### src/rtl/regfile_wb_ctrl_pkg.sv
// Shared types, sizes and the power-up register value for the write-back controller.
package regfile_wb_ctrl_pkg;

    typedef enum logic {
        ST_INIT,
        ST_RUN
    } state_t;

    localparam int NUM_REGS = 32;
    localparam int IDX_W    = 5;
    localparam int DATA_W   = 32;

    // Register n powers up holding its decimal digits as hex nibbles (31 -> 0x31).
    function automatic logic [DATA_W-1:0] init_value(input logic [IDX_W-1:0] idx);
        int unsigned v;
        v = 32'(idx);
        return DATA_W'(((v / 10) << 4) | (v % 10));
    endfunction

endpackage

### src/rtl/wb_fifo.sv
// Small FIFO holding pending load results; DEPTH must be a power of two.
module wb_fifo #(
    parameter int DEPTH = 2,
    parameter int W     = 37,
    parameter int CNT_W = $clog2(DEPTH) + 1
) (
    input  logic             clock,
    input  logic             reset,
    input  logic             push,
    input  logic             pop,
    input  logic [W-1:0]     din,
    output logic [W-1:0]     dout,
    output logic             full,
    output logic             empty,
    output logic [CNT_W-1:0] count
);
    localparam int PTR_W = $clog2(DEPTH);

    logic [W-1:0]     mem [DEPTH];
    logic [PTR_W-1:0] wr_ptr;
    logic [PTR_W-1:0] rd_ptr;
    logic             do_push;
    logic             do_pop;

    assign full    = (count == CNT_W'(DEPTH));
    assign empty   = (count == '0);
    assign do_push = push && (!full || pop);
    assign do_pop  = pop && !empty;
    assign dout    = mem[rd_ptr];

    // Pointers wrap naturally because DEPTH is a power of two.
    always_ff @(posedge clock) begin
        if (reset) begin
            wr_ptr <= '0;
            rd_ptr <= '0;
            count  <= '0;
        end else begin
            if (do_push) wr_ptr <= wr_ptr + 1'b1;
            if (do_pop)  rd_ptr <= rd_ptr + 1'b1;
            case ({do_push, do_pop})
                2'b10:   count <= count + 1'b1;
                2'b01:   count <= count - 1'b1;
                default: count <= count;
            endcase
        end
    end

    always_ff @(posedge clock) begin
        if (do_push) mem[wr_ptr] <= din;
    end

endmodule

### src/rtl/regfile_wb_ctrl.sv
// Register-file write-back arbiter: power-up init sweep, then ALU and buffered load results.
module regfile_wb_ctrl
    import regfile_wb_ctrl_pkg::*;
#(
    parameter int LD_DEPTH = 2,
    parameter int INIT_EN  = 1
) (
    input  logic              clock,
    input  logic              reset,
    input  logic              alu_valid,
    input  logic [IDX_W-1:0]  alu_rd,
    input  logic [DATA_W-1:0] alu_data,
    output logic              alu_ready,
    input  logic              ld_valid,
    input  logic [IDX_W-1:0]  ld_rd,
    input  logic [DATA_W-1:0] ld_data,
    output logic              ld_ready,
    output logic              regwrite,
    output logic [IDX_W-1:0]  write_reg,
    output logic [DATA_W-1:0] write_data,
    output logic              init_busy
);
    localparam int CNT_W = $clog2(LD_DEPTH) + 1;
    localparam int ENT_W = IDX_W + DATA_W;

    state_t            state;
    logic [IDX_W-1:0]  init_idx;
    logic              run;
    logic              push;
    logic              pop;
    logic              fifo_full;
    logic              fifo_empty;
    logic [ENT_W-1:0]  head;
    logic [CNT_W-1:0]  ld_count;
    logic              sel_valid;
    logic [IDX_W-1:0]  sel_rd;
    logic [DATA_W-1:0] sel_data;

    assign run       = (state == ST_RUN) && !reset;
    // Readiness looks at occupancy at the start of the cycle, never at this cycle's pop.
    assign ld_ready  = run && (ld_count < CNT_W'(LD_DEPTH));
    assign alu_ready = run && !fifo_full;
    assign init_busy = (state == ST_INIT);
    assign push      = ld_valid && ld_ready;

    wb_fifo #(
        .DEPTH (LD_DEPTH),
        .W     (ENT_W),
        .CNT_W (CNT_W)
    ) u_fifo (
        .clock (clock),
        .reset (reset),
        .push  (push),
        .pop   (pop),
        .din   ({ld_rd, ld_data}),
        .dout  (head),
        .full  (fifo_full),
        .empty (fifo_empty),
        .count (ld_count)
    );

    // A full buffer outranks the ALU so loads cannot starve behind a busy ALU.
    always_comb begin
        pop       = 1'b0;
        sel_valid = 1'b0;
        sel_rd    = '0;
        sel_data  = '0;
        if (run) begin
            if (fifo_full || (!alu_valid && !fifo_empty)) begin
                pop       = 1'b1;
                sel_valid = 1'b1;
                {sel_rd, sel_data} = head;
            end else if (alu_valid) begin
                sel_valid = 1'b1;
                sel_rd    = alu_rd;
                sel_data  = alu_data;
            end
        end
    end

    always_ff @(posedge clock) begin
        if (reset) begin
            state      <= (INIT_EN != 0) ? ST_INIT : ST_RUN;
            init_idx   <= '0;
            regwrite   <= 1'b0;
            write_reg  <= '0;
            write_data <= '0;
        end else begin
            regwrite <= 1'b0;
            case (state)
                ST_INIT: begin
                    regwrite   <= 1'b1;
                    write_reg  <= init_idx;
                    write_data <= init_value(init_idx);
                    init_idx   <= init_idx + 1'b1;
                    if (init_idx == IDX_W'(NUM_REGS - 1)) state <= ST_RUN;
                end
                default: begin
                    // Writes to x0 are consumed silently; only the sweep touches it.
                    if (sel_valid && (sel_rd != '0)) begin
                        regwrite   <= 1'b1;
                        write_reg  <= sel_rd;
                        write_data <= sel_data;
                    end
                end
            endcase
        end
    end

endmodule
### config.mk
export PLATFORM = sky130hd
export DESIGN_NAME = regfile_wb_ctrl
export DESIGN_NICKNAME = d
export VERILOG_FILES = /design/src/rtl/regfile_wb_ctrl_pkg.sv /design/src/rtl/wb_fifo.sv /design/src/rtl/regfile_wb_ctrl.sv
export SDC_FILE = /design/constraint.sdc
export NUM_CORES = 1
export LEC_CHECK = 0
export BUFFER_PORTS_ARGS = -buffer_cell sky130_fd_sc_hd__buf_2
export CAP_MARGIN = 40
export CORE_ASPECT_RATIO = 1.75
export CORE_UTILIZATION = 54
export CTS_CLUSTER_SIZE = 30
export DETAILED_ROUTE_END_ITERATION = 7
export GPL_TIMING_DRIVEN = 0
export PLACE_DENSITY = 0.8
export REMOVE_ABC_BUFFERS = 1
export SLEW_MARGIN = 20
export SYNTH_ARGS = -nofsm -noshare
export SYNTH_HDL_FRONTEND = slang
export SYNTH_SLANG_ARGS = --single-unit
### constraint.sdc
create_clock -name clock -period 4 [get_ports clock]
set_clock_uncertainty 0.15 [all_clocks]
set_input_delay 0.2 -clock clock [delete_from_list [all_inputs] [get_ports clock]]
set_output_delay 0.2 -clock clock [all_outputs]
set_load 0.05 [all_outputs]
# [After elaboration in Yosys (flattened, before gate mapping)]
# Memory sizes are Yosys's and may differ from the RTL's. A register that Yosys moved wholly into a read port is not among the register bits.
# Cells that the tools add are included.
[op_classes] n_reduce_logical=17 addsub=5 eq_ne=5 n_div=2 bitwise=2 muxes=24 order_cmp=1
[op_table] cell="2-to-1 mux 32 bit" count=5
[op_table] cell="divider 5 x 4 -> 32 bit, second input constant" count=1
[op_table] cell="remainder unit 5 x 4 -> 32 bit, second input constant" count=1
[op_table] cell="OR 32 bit" count=1
[op_table] cell="2-to-1 mux 5 bit" count=5
[op_table] cell="2-to-1 mux 1 bit" count=13
[op_table] cell="logical AND 1 bit" count=8
[op_table] cell="adder 5 x 1 -> 5 bit, second input constant" count=1
[op_table] cell="equality test 5 bit, second input constant" count=1
[op_table] cell="nonzero test 5 bit" count=1
[op_table] cell="equality test 2 bit, second input constant" count=2
[op_table] cell="logical NOT 1 bit" count=4
[op_table] cell="case mux 2 bit (2 select lines)" count=1
[op_table] cell="adder 1 bit, second input constant" count=2
[op_table] cell="adder 2 x 1 -> 2 bit, second input constant" count=1
[op_table] cell="equality test 2 x 1 -> 1 bit, second input constant" count=1
[op_table] cell="logical NOT 2 bit" count=1
[op_table] cell="logical OR 1 bit" count=2
[op_table] cell="less-than comparator 2 bit, second input constant" count=1
[op_table] cell="!= test 2 x 1 -> 1 bit, second input constant" count=1
[op_table] cell="nonzero test 2 bit" count=1
[op_table] cell="subtractor 2 x 1 -> 2 bit, second input constant" count=1
[op_table] cell="inverter 1 bit" count=1
[word_totals] ff_bits=48 ram_bits=74 output_inout_bits=41 elab_cells=65 mem_count=1 in_bits=78
[memory_table] name="u_fifo.mem" words=2 width=37 rd=1 rd_clocked_by_memory_dff=1 wr=1 line="wb_fifo.sv:19" text="logic [W-1:0] mem [DEPTH];"

# [Logic depth before layout (Yosys ltp)]
# Gate-level depths: netlist (run 1).
[depth] word_depth=10 mapped_depth=10

# [Modules after synthesis]
# Synthesis (run 1) repeated with hierarchy kept, for this count alone.
[unflattened] cells_unflattened=412 hier_area_um2=5266.3
[by_module_without_submodules] mod="wb_fifo" instances=1 cells_each=141 area_each_um2=2885.3 seq_area_each_um2=2322.2
[by_module_without_submodules] mod="regfile_wb_ctrl" instances=1 cells_each=271 area_each_um2=2381.0 seq_area_each_um2=880.8

# [Least setup slack after synthesis (run 1)]
# Ideal clock, no wire load.
[synth_path] path_type="reg-to-reg" startpoint="reg state" endpoint="mem u_fifo.mem[0][0] (enable)" period_less_slack_ns=3.562 t_arrival_ns=2.981 stages_incl_launch_ff=5 setup_slack_ns=0.438 cell_sequence="dfxtp_1 -> nand2b_4 -> nor2_1 -> nand2_1 -> nor2_1"
[synth_via] elab_chain_cells=6
[synth_rtl] item="start: declaration" line="regfile_wb_ctrl.sv:26" text="state_t state;"
[synth_rtl] item="start signal: assignment" line="regfile_wb_ctrl.sv:83" text="state <= (INIT_EN != 0) ? ST_INIT : ST_RUN;"
[synth_rtl] item="logical AND 1 bit" line="regfile_wb_ctrl.sv:39" text="assign run = (state == ST_RUN) && !reset;"
[synth_rtl] item="logical AND 1 bit" line="regfile_wb_ctrl.sv:41" text="assign ld_ready = run && (ld_count < CNT_W'(LD_DEPTH));"
[synth_rtl] item="named net ld_ready" line="regfile_wb_ctrl.sv:17" text="output logic ld_ready,"
[synth_rtl] item="logical AND 1 bit" line="regfile_wb_ctrl.sv:44" text="assign push = ld_valid && ld_ready;"
[synth_rtl] item="logical AND 1 bit" line="wb_fifo.sv:27" text="assign do_push = push && (!full || pop);"
[synth_rtl] item="2-to-1 mux 1 bit" line="wb_fifo.sv:49" text="if (do_push) mem[wr_ptr] <= din;"
[synth_rtl] item="2-to-1 mux 1 bit (implied by the code)" line="wb_fifo.sv:49"
[synth_rtl] item="end: declaration" line="wb_fifo.sv:19"
# The timed path passes the listed nets, and every way through them passes these cells.

# [Final worst setup path (run 1)]
[layout_path] startpoint="reg state" endpoint="reg write_data[15]"
[layout_via] elab_chain_cells=5
[layout_rtl] item="logical AND 1 bit" line="regfile_wb_ctrl.sv:39"
[layout_rtl] item="2-to-1 mux 5 bit" line="regfile_wb_ctrl.sv:68" text="if (run) begin"
[layout_rtl] item="nonzero test 5 bit" line="regfile_wb_ctrl.sv:100" text="if (sel_valid && (sel_rd != '0)) begin"
[layout_rtl] item="logical AND 1 bit" line="regfile_wb_ctrl.sv:100"
[layout_rtl] item="!= test 2 x 1 -> 1 bit (no source line)"
[layout_rtl] item="end signal: assignment" line="regfile_wb_ctrl.sv:94" text="write_data <= init_value(init_idx);"
[layout_rtl] item="end signal: assignment" line="regfile_wb_ctrl.sv:103" text="write_data <= sel_data;"
[layout_rtl] item="end: declaration" line="regfile_wb_ctrl.sv:20" text="output logic [DATA_W-1:0] write_data,"
# Several ways; a longest one is shown, not always the timed one. The select of a mux whose other input is x is not followed.
# A chain may end at the register's enable or synchronous reset.

==> results.md, run 1 <==
- IR analysis of the VDD net gives a maximum drop of around 0.47 mV.
- Routability-driven placement finished with a final weighted congestion of slightly above 0.9.
- The synthesized design contains 74 enable-type register cells.
- The final critical-path share of the clock period is 0.806.
- The most common cell after layout, fill and taps aside is sky130_fd_sc_hd__buf_2.
- The wire length after detailed routing is ~15,000 µm.
- The height of the die is 133 µm.
- The initial utilization of the core area, before any placement, comes to 0.557.
- The total overflow left after global routing is 0.
- Setup repair after global routing left no endpoint under its margin.
- In the final layout, the share of cells above drive strength 1 is 0.278.
- Clock tree synthesis inserted a total of 17 buffers.
- The number of port buffers is ~120.
- The final route contains 4,438 vias.
- The number of nets in the layout is roughly 710.
- The number of global-route vias before repair was ~4,600.
- The top-level I/O count is 119.
- The share of the synthesized area in the top cell type is 0.419.
- More flip-flops sit in one register than any other, and that register is u_fifo.mem.
- The total number of H-tree levels is 4.
- The worst hold path class is in -> reg.
- On the critical path, the stage with the largest delay is an instance of sky130_fd_sc_hd__nor3b_2.
- The number of antenna violations at the first check in global routing came to 0.
- The cell total after placement is about 670.
- The mapped netlist covers 0.00530 mm².
- In this run the clock root is driven by a sky130_fd_sc_hd__clkbuf_16.
- In the layout the commonest cells are 118 x sky130_fd_sc_hd__buf_2, 84 x sky130_fd_sc_hd__nor2_1, 74 x sky130_fd_sc_hd__edfxtp_1.
- The width of the die is between 70 and 80 µm.
- The worst hold path was traced through 3 stages.
- The floorplan row count is 47.
- The total global routing track utilization is 0.303.
- The timing-limited maximum frequency is a little over 0.3 GHz.
- The number of hold violations in the final report is 0.
- In the synthesized netlist the dominant register cell turns out to be sky130_fd_sc_hd__edfxtp_1.
- The core region is 0.00953 mm².
- In the final layout, the registers with the most flip-flops are u_fifo.mem: 74 flops, write_data: 32 flops.
- At the pin with the least slew margin, the transition time is ~0.84 ns.
- The synthesis-to-finish area growth is 36.4%.
- After synthesis, the share of flip-flops with an asynchronous set or reset is 0.
- The depth of the critical timing path with buffers and inverters included is 7.
- The number of warnings issued by yosys is 0.
- The clock drives 123 sinks.
- The register clock-pin slew on the reported worst setup and hold paths is ~0.06 ns.
- The total of flip-flops plus latches after synthesis is 123.
- The detailed-routing iteration count for the pre-antenna-repair pass is 5.
- Of all nets on the critical path, the largest fanout is 17.
- For this design the ratio of total power to cell area is approximately 420 mW/mm².
- The first global-routing pass estimated 23,200 µm of wire.
- The detailed-route vias per instance is between 5 and 6.
- The register with the most flip-flops in the layout has 74 of them.
- Sorting the synthesized cells by area gives the leading types as sky130_fd_sc_hd__edfxtp_1 42%, sky130_fd_sc_hd__dfxtp_1 18%, sky130_fd_sc_hd__mux2i_1 7.2%, sky130_fd_sc_hd__nor2_1 6.0%, sky130_fd_sc_hd__a2111oi_0 3.0%.
- Synthesis produced a netlist whose cell count is roughly 450.
- Measured against its own limit, the worst slew margin works out to 0.437.
- The reported max-cap violation count is 0.
- In the final routed layout, each cell accounts on average for 19.8 µm.
- The worst hold slack is 0.0116 ns.
- Subtracting the final worst setup slack from the clock period gives approximately 3.2 ns.
- The setup total negative slack is 0 ns.
- The final standard cell count with taps included and fillers excluded is around 750.
- Walking the worst path, the cells encountered are nand2b_4, nor3b_2, buf_4, a221oi_4, buf_8, a2111oi_0, nor3_1.
- The worst setup path is launched from a register.
- The top cell type by total area after synthesis is sky130_fd_sc_hd__edfxtp_1.
- The count of different cell masters after synthesis is 54.
- Power comes to approximately 3 mW.
- Dividing the synthesized area by the synthesized cell count gives 11.9 µm².
- The insertion delay of the later-clocked pin in the worst-skew pair is between 0.4 and 0.5 ns.
- TritonCTS built the clock tree.
- After clock tree synthesis, the repair step resized 0 gates.
- The portion of the post-synthesis area used by sequential elements is 0.604.
- The cell family contributing the most delay on the critical path is simple AND/OR/NAND/NOR gates.
- In the routed design, unresolved DRC markers number 0.
- The count of nets left with antenna violations once routing finished came out at 0.
- The clock tree buffer depth is 2.
- The critical path data required time is approximately 4 ns.
- The nature of the critical path endpoint is a register.
- The number of setup violations in the final report is 0.
- Data arrives at the worst endpoint at about 3.3 ns.
- The starting DRC count in detailed routing is 429.
- The final-report max-slew violation count came to 0.
- The worst register-to-register path has a depth of 7.
- The maximum number of pins on one net before global-route repair is between 40 and 50.
- The number of buffers and inverters on the critical path is 2.
- The number of antenna repair diodes is 0.
- The maximum single-stage delay on the critical path is 0.70 ns.
- The final HPWL from detailed placement is slightly below 9000 µm.
- The run finished with clean final reports.
- The critical path is of the reg -> reg type.
- The leakage power summed over all cells is ~2.8 nW.
- The die covers between 0.01 and 0.015 mm².
==> cells by family (layout without fill, tap and decap cells) <==
family | after synthesis | after routing | synth area share
flops | 123 | 123 | 0.604
simple gates | 147 | 147 | 0.126
xor+xnor | 7 | 7 | 0.0116
buf+inv | 37 | 222 | 0.0349
fa+ha+maj | 9 | 9 | 0.0208
mux | 42 | 42 | 0.0802
compound gates | 82 | 82 | 0.123
==> worst paths after layout <==
| path | startpoint | endpoint | slack, ns |
|---|---|---|---|
| setup / recovery | state | write_data[15] | 0.78 |
| hold / removal | alu_data[31] | write_data[31] | 0.01 |
| setup reg to reg | state | write_data[15] | 0.78 |
| hold reg to reg | write_reg[0] | write_reg[0] | 0.31 |
==> synth_stat cells, types with 2 or more instances <==
cell and number:
sky130_fd_sc_hd__a2111oi_0 18, sky130_fd_sc_hd__a2111oi_2 2, sky130_fd_sc_hd__a211oi_1 6, sky130_fd_sc_hd__a211oi_4 2
sky130_fd_sc_hd__a21oi_1 15, sky130_fd_sc_hd__a221oi_1 7, sky130_fd_sc_hd__a311oi_1 4, sky130_fd_sc_hd__a31oi_1 2
sky130_fd_sc_hd__and3_1 2, sky130_fd_sc_hd__buf_2 13, sky130_fd_sc_hd__buf_4 3, sky130_fd_sc_hd__buf_6 2
sky130_fd_sc_hd__clkbuf_1 10, sky130_fd_sc_hd__dfxtp_1 49, sky130_fd_sc_hd__edfxtp_1 74, sky130_fd_sc_hd__ha_1 8
sky130_fd_sc_hd__inv_1 6, sky130_fd_sc_hd__mux2_2 4, sky130_fd_sc_hd__mux2i_1 38, sky130_fd_sc_hd__nand2_1 12
sky130_fd_sc_hd__nand2b_1 2, sky130_fd_sc_hd__nand3_1 5, sky130_fd_sc_hd__nor2_1 85, sky130_fd_sc_hd__nor2b_1 5
sky130_fd_sc_hd__nor3_1 26, sky130_fd_sc_hd__nor3b_1 2, sky130_fd_sc_hd__o211ai_1 2, sky130_fd_sc_hd__o21ai_0 8
sky130_fd_sc_hd__o22ai_1 3, sky130_fd_sc_hd__o2bb2ai_1 3, sky130_fd_sc_hd__xnor2_1 5, sky130_fd_sc_hd__xor2_1 2
==> worst reg2reg max path, cell delays in order (launching register included) <==
cell	delay [ns]
sky130_fd_sc_hd__dfxtp_1	0.65
sky130_fd_sc_hd__nand2b_4	0.12
sky130_fd_sc_hd__nor3b_2	0.70
sky130_fd_sc_hd__buf_4	0.34
sky130_fd_sc_hd__a221oi_4	0.18
sky130_fd_sc_hd__buf_8	0.22
sky130_fd_sc_hd__a2111oi_0	0.55
sky130_fd_sc_hd__nor3_1	0.16
==> layout make-up <==
type,instances,area [µm²]
Clock buffer,24,482
Clock inverter,8,118
Fill cell,617,2300
Inverter,7,28.8
Multi-Input combinational cell,287,1940
Sequential cell,123,3210
Tap cell,122,153
Timing Repair Buffer,183,1300
==> layer usage <==
| layer | vias up | share of wire | GRT usage |
|---|---|---|---|
| met2 | 233 | 0.55 | 0.553 |
| met1 | 2133 | 0.35 | 0.301 |
| met4 | 0 | 0.040 | 0.192 |
| met3 | 54 | 0.057 | 0.0745 |
| met5 | - | 0 | 0 |
| li1 | 2018 | - | - |
==> metrics by stage <==
| stage | worst slack (ns) | area (µm²) | utilization |
|---|---|---|---|
| floorplan | -0.246 | 5150 | - |
| global placement | -3.56 | 5890 | 0.618 |
| detailed placement | 0.650 | 6060 | 0.636 |
| CTS | 0.933 | 7230 | 0.759 |
| global route | 0.669 | 7230 | 0.759 |
| finish | 0.776 | 7230 | 0.759 |
==> where the power goes <==
| part | switching, mW | internal, mW |
|---|---|---|
| clock | 0.518 | 1.02 |
| combinational | 0.0806 | 0.0890 |
| sequential | 0.00995 | 1.35 |
| total | 0.609 | 2.46 |
==> what timing repair did <==
item	CTS	global route
endpoints found under the hold margin	94	0
hold buffers	57	0
buffers inserted	0	0
(Power assumes the default switching activity.)
==> inputs of run 2 (changes only) <==
Clock period 4 ns to 3.1 ns, I/O delays scaled along.
==> run 2 against run 1 <==
Largest power group unchanged. Worst setup slack got worse by 0.57 ns. Total power increased by 30%. Critical path type unchanged. Design area increased by 2.4%. Fmax increased by 11%. Clock power increased by 30%. Non-clock buffer count increased by 13.
==> results.md, run 2 (synthesized netlist as in run 1, its figures left out) <==
- The flow ran to the end, and the final reports show no timing, DRC or antenna violations.
- The total via count in the routed design is 4,532 (+2.1%).
- The worst hold path class is in -> reg.
- The wire length after detailed routing is 15,500 µm (+3.9%).
- The area taken by multi-input logic gates is 0.00197 mm² (+1.2%).
- The total number of H-tree levels came to 4 (unchanged).
- The tree is rooted in a sky130_fd_sc_hd__clkbuf_16.
- The transition time at the pin with the least slew margin came to 0.741 ns (-0.100 ns).
- TritonCTS built the clock tree.
- The area of the placeable core was 0.00953 mm² (unchanged).
- The detailed-routing iteration count for the pre-antenna-repair pass was 5 (unchanged).
- The final standard cell count with taps included and fillers excluded is 768 (+1.9%).
- The sum of overflow across all layers after global routing is 0 (unchanged).
- The floorplan row count is 47 (unchanged).
- The peak fanout along the critical path is 17 (unchanged).
- The setup slack at placement is -0.205 ns (-0.855 ns).
- The placed instance area is 0.00606 mm² (unchanged).
- The layout filler cell count is 581 (-5.8%).
- The final HPWL from detailed placement came to 8940 µm (unchanged).
- The timing-limited maximum frequency is 0.345 GHz (+11%).
- Setup repair after global routing left no endpoint under its margin.
- The height of the die is 133 µm (unchanged).
- The clock tree buffer depth was 2 (unchanged).
- The insertion delay of the later-clocked pin in the worst-skew pair is 0.41 ns (about the same).
- The worst voltage drop across the vdd grid is 0.613 mV (+30%).
- The detailed-route DRC error count is 0 (unchanged).
- The number of nets still failing antenna checks after routing was 0 (unchanged).
- The library cell used most frequently in the layout, excluding fill and tap cells, is sky130_fd_sc_hd__buf_2.
- The leakage power summed over all cells is 2.86 nW (+2.2%).
- The average wire per cell in the routed design is 20.2 µm (+2.0%).
- The final critical-path share of the clock period is 0.934 (+0.128).
- The initial standard-cell utilization of the core came to 0.557 (unchanged).
- The number of antenna violations at the first check in global routing is 0 (unchanged).
- The number of nets in the layout is 718 (+1.8%).
- The number of setup violations in the final report is 0 (unchanged).
- The maximum number of pins on one net before global-route repair is 42 (unchanged).
- In the layout the commonest cells are 118 x sky130_fd_sc_hd__buf_2, 84 x sky130_fd_sc_hd__nor2_1, 74 x sky130_fd_sc_hd__edfxtp_1.
- The setup path with the least slack is of type reg -> reg.
- The global placer's final weighted congestion is 0.923 (unchanged).
- The register with the most flip-flops is u_fifo.mem.
- The number of global-route vias before repair is 4,746 (+2.2%).
- The total global routing track utilization is 0.314 (+0.0102).
- The area occupied by registers is 0.00321 mm² (+0.12%).
- The starting DRC count in detailed routing is 459 (+7.0%).
- The number of sinks driven by the clock tree is 123 (unchanged).
- The final-report max-slew violation count is 0 (unchanged).
- The width of the die is 76.9 µm (unchanged).
- The number of buffers added by the clock tree synthesis step is 17 (unchanged).
- STA classifies the critical path startpoint as a register.
- The number of port buffers was 118 (unchanged).
- The detailed-route vias per instance is 5.90 (+0.26%).
- The floorplan die area is 0.0102 mm² (unchanged).
- The time the worst path needs with I/O delays and setup came to 2.90 ns (-0.328 ns).
- The setup total negative slack is 0 ns (unchanged).
- The number of hold violations in the final report is 0 (unchanged).
- The post-route worst setup slack was 0.204 ns (-0.572 ns).
- The worst slew margin relative to its limit is 0.506 (+0.0691).
- The final design area excluding fillers is 0.00740 mm² (+2.4%).
- In the final layout, the registers with the most flip-flops are u_fifo.mem: 74 flops, write_data: 32 flops.
- The nature of the critical path endpoint is a register.
- The share of post-route cells with drive strength above 1 is 0.279 (+0.000589).
- The wire length of the first global-routing pass is 24,000 µm (+3.4%).
- Relative to the synthesized area, the layout overhead comes to 39.6%.
- The critical path arrival is 3.00 ns (-0.33 ns).
- The critical path data required time is 3.20 ns (-0.90 ns).
- The power density over the cells is 539 mW/mm² (+27%).
- The reported max-cap violation count is 0 (unchanged).
- The top-level I/O count came to 119 (unchanged).
- The cell total after placement is 665 (unchanged).
- The flip-flop count of the largest register after layout is 74 (unchanged).
- The total power came to 3.99 mW (+30%).
- The register clock-pin slew on the reported worst setup and hold paths is 0.06 ns (about the same).
[run 2: cell count changes in the layout (fill, tap and decap cells not counted), sizes merged]
| cell | before | now |
|---|---|---|
| buf | 126 | 127 |
| diode | 0 | 1 |
| dlygate4sd3 | 57 | 69 |
[run 2: final timing paths]
| path | start | cells past startpoint | slack, ns | to |
|---|---|---|---|---|
| max | state | 7 | 0.20 | write_data[15] |
| min | alu_data[5] | 3 | 0.04 | write_data[5] |
| max reg2reg | state | 7 | 0.20 | write_data[15] |
| min reg2reg | write_reg[0] | 2 | 0.32 | write_reg[0] |
[run 2: stage by stage]
step           hold WS [ns]  utilization
2_1_floorplan        0.0741            -
3_3_place_gp          0.193        0.618
3_5_place_dp          0.196        0.636
4_1_cts             0.00542        0.772
5_1_grt              0.0557        0.777
6_report             0.0422        0.777
[run 2: cell type report]
type	instances	share of cell area
repair buffers	196	0.195
inverters	7	0.00389
multi-input cells	287	0.266
diodes	1	0.000338
clock inverters	8	0.0159
well taps	122	0.0206
clock buffers	24	0.0651
flip-flops and latches	123	0.434
[run 2: where the power goes]
| part | switching, mW | total (mW) | internal, mW |
|---|---|---|---|
| logic | 0.110 | 0.235 | 0.125 |
| registers | 0.0132 | 1.75 | 1.74 |
| clock network | 0.681 | 2.00 | 1.32 |
| total | 0.804 | 3.99 | 3.19 |
[run 2: repair_timing]
action | in CTS | in global routing
setup buffers | 0 | 1
setup endpoints to repair | 0 | 19
resized for setup | 0 | 7
hold buffers | 69 | 0
hold endpoints to repair | 106 | 0
[run 2: layer usage]
metal	part of all wire	vias up	global-route usage
li1	-	2046	-
met1	0.35	2199	0.314
met2	0.56	230	0.567
met3	0.050	57	0.0669
met4	0.045	0	0.216
met5	0	-	0
[run 2: critical path, stage by stage (launching register included)]
cell	delay, ns
sky130_fd_sc_hd__dfxtp_2	0.49
sky130_fd_sc_hd__nand2b_4	0.12
sky130_fd_sc_hd__nor3b_4	0.48
sky130_fd_sc_hd__buf_4	0.31
sky130_fd_sc_hd__a221oi_4	0.17
sky130_fd_sc_hd__buf_8	0.22
sky130_fd_sc_hd__a2111oi_0	0.62
sky130_fd_sc_hd__nor3_1	0.18
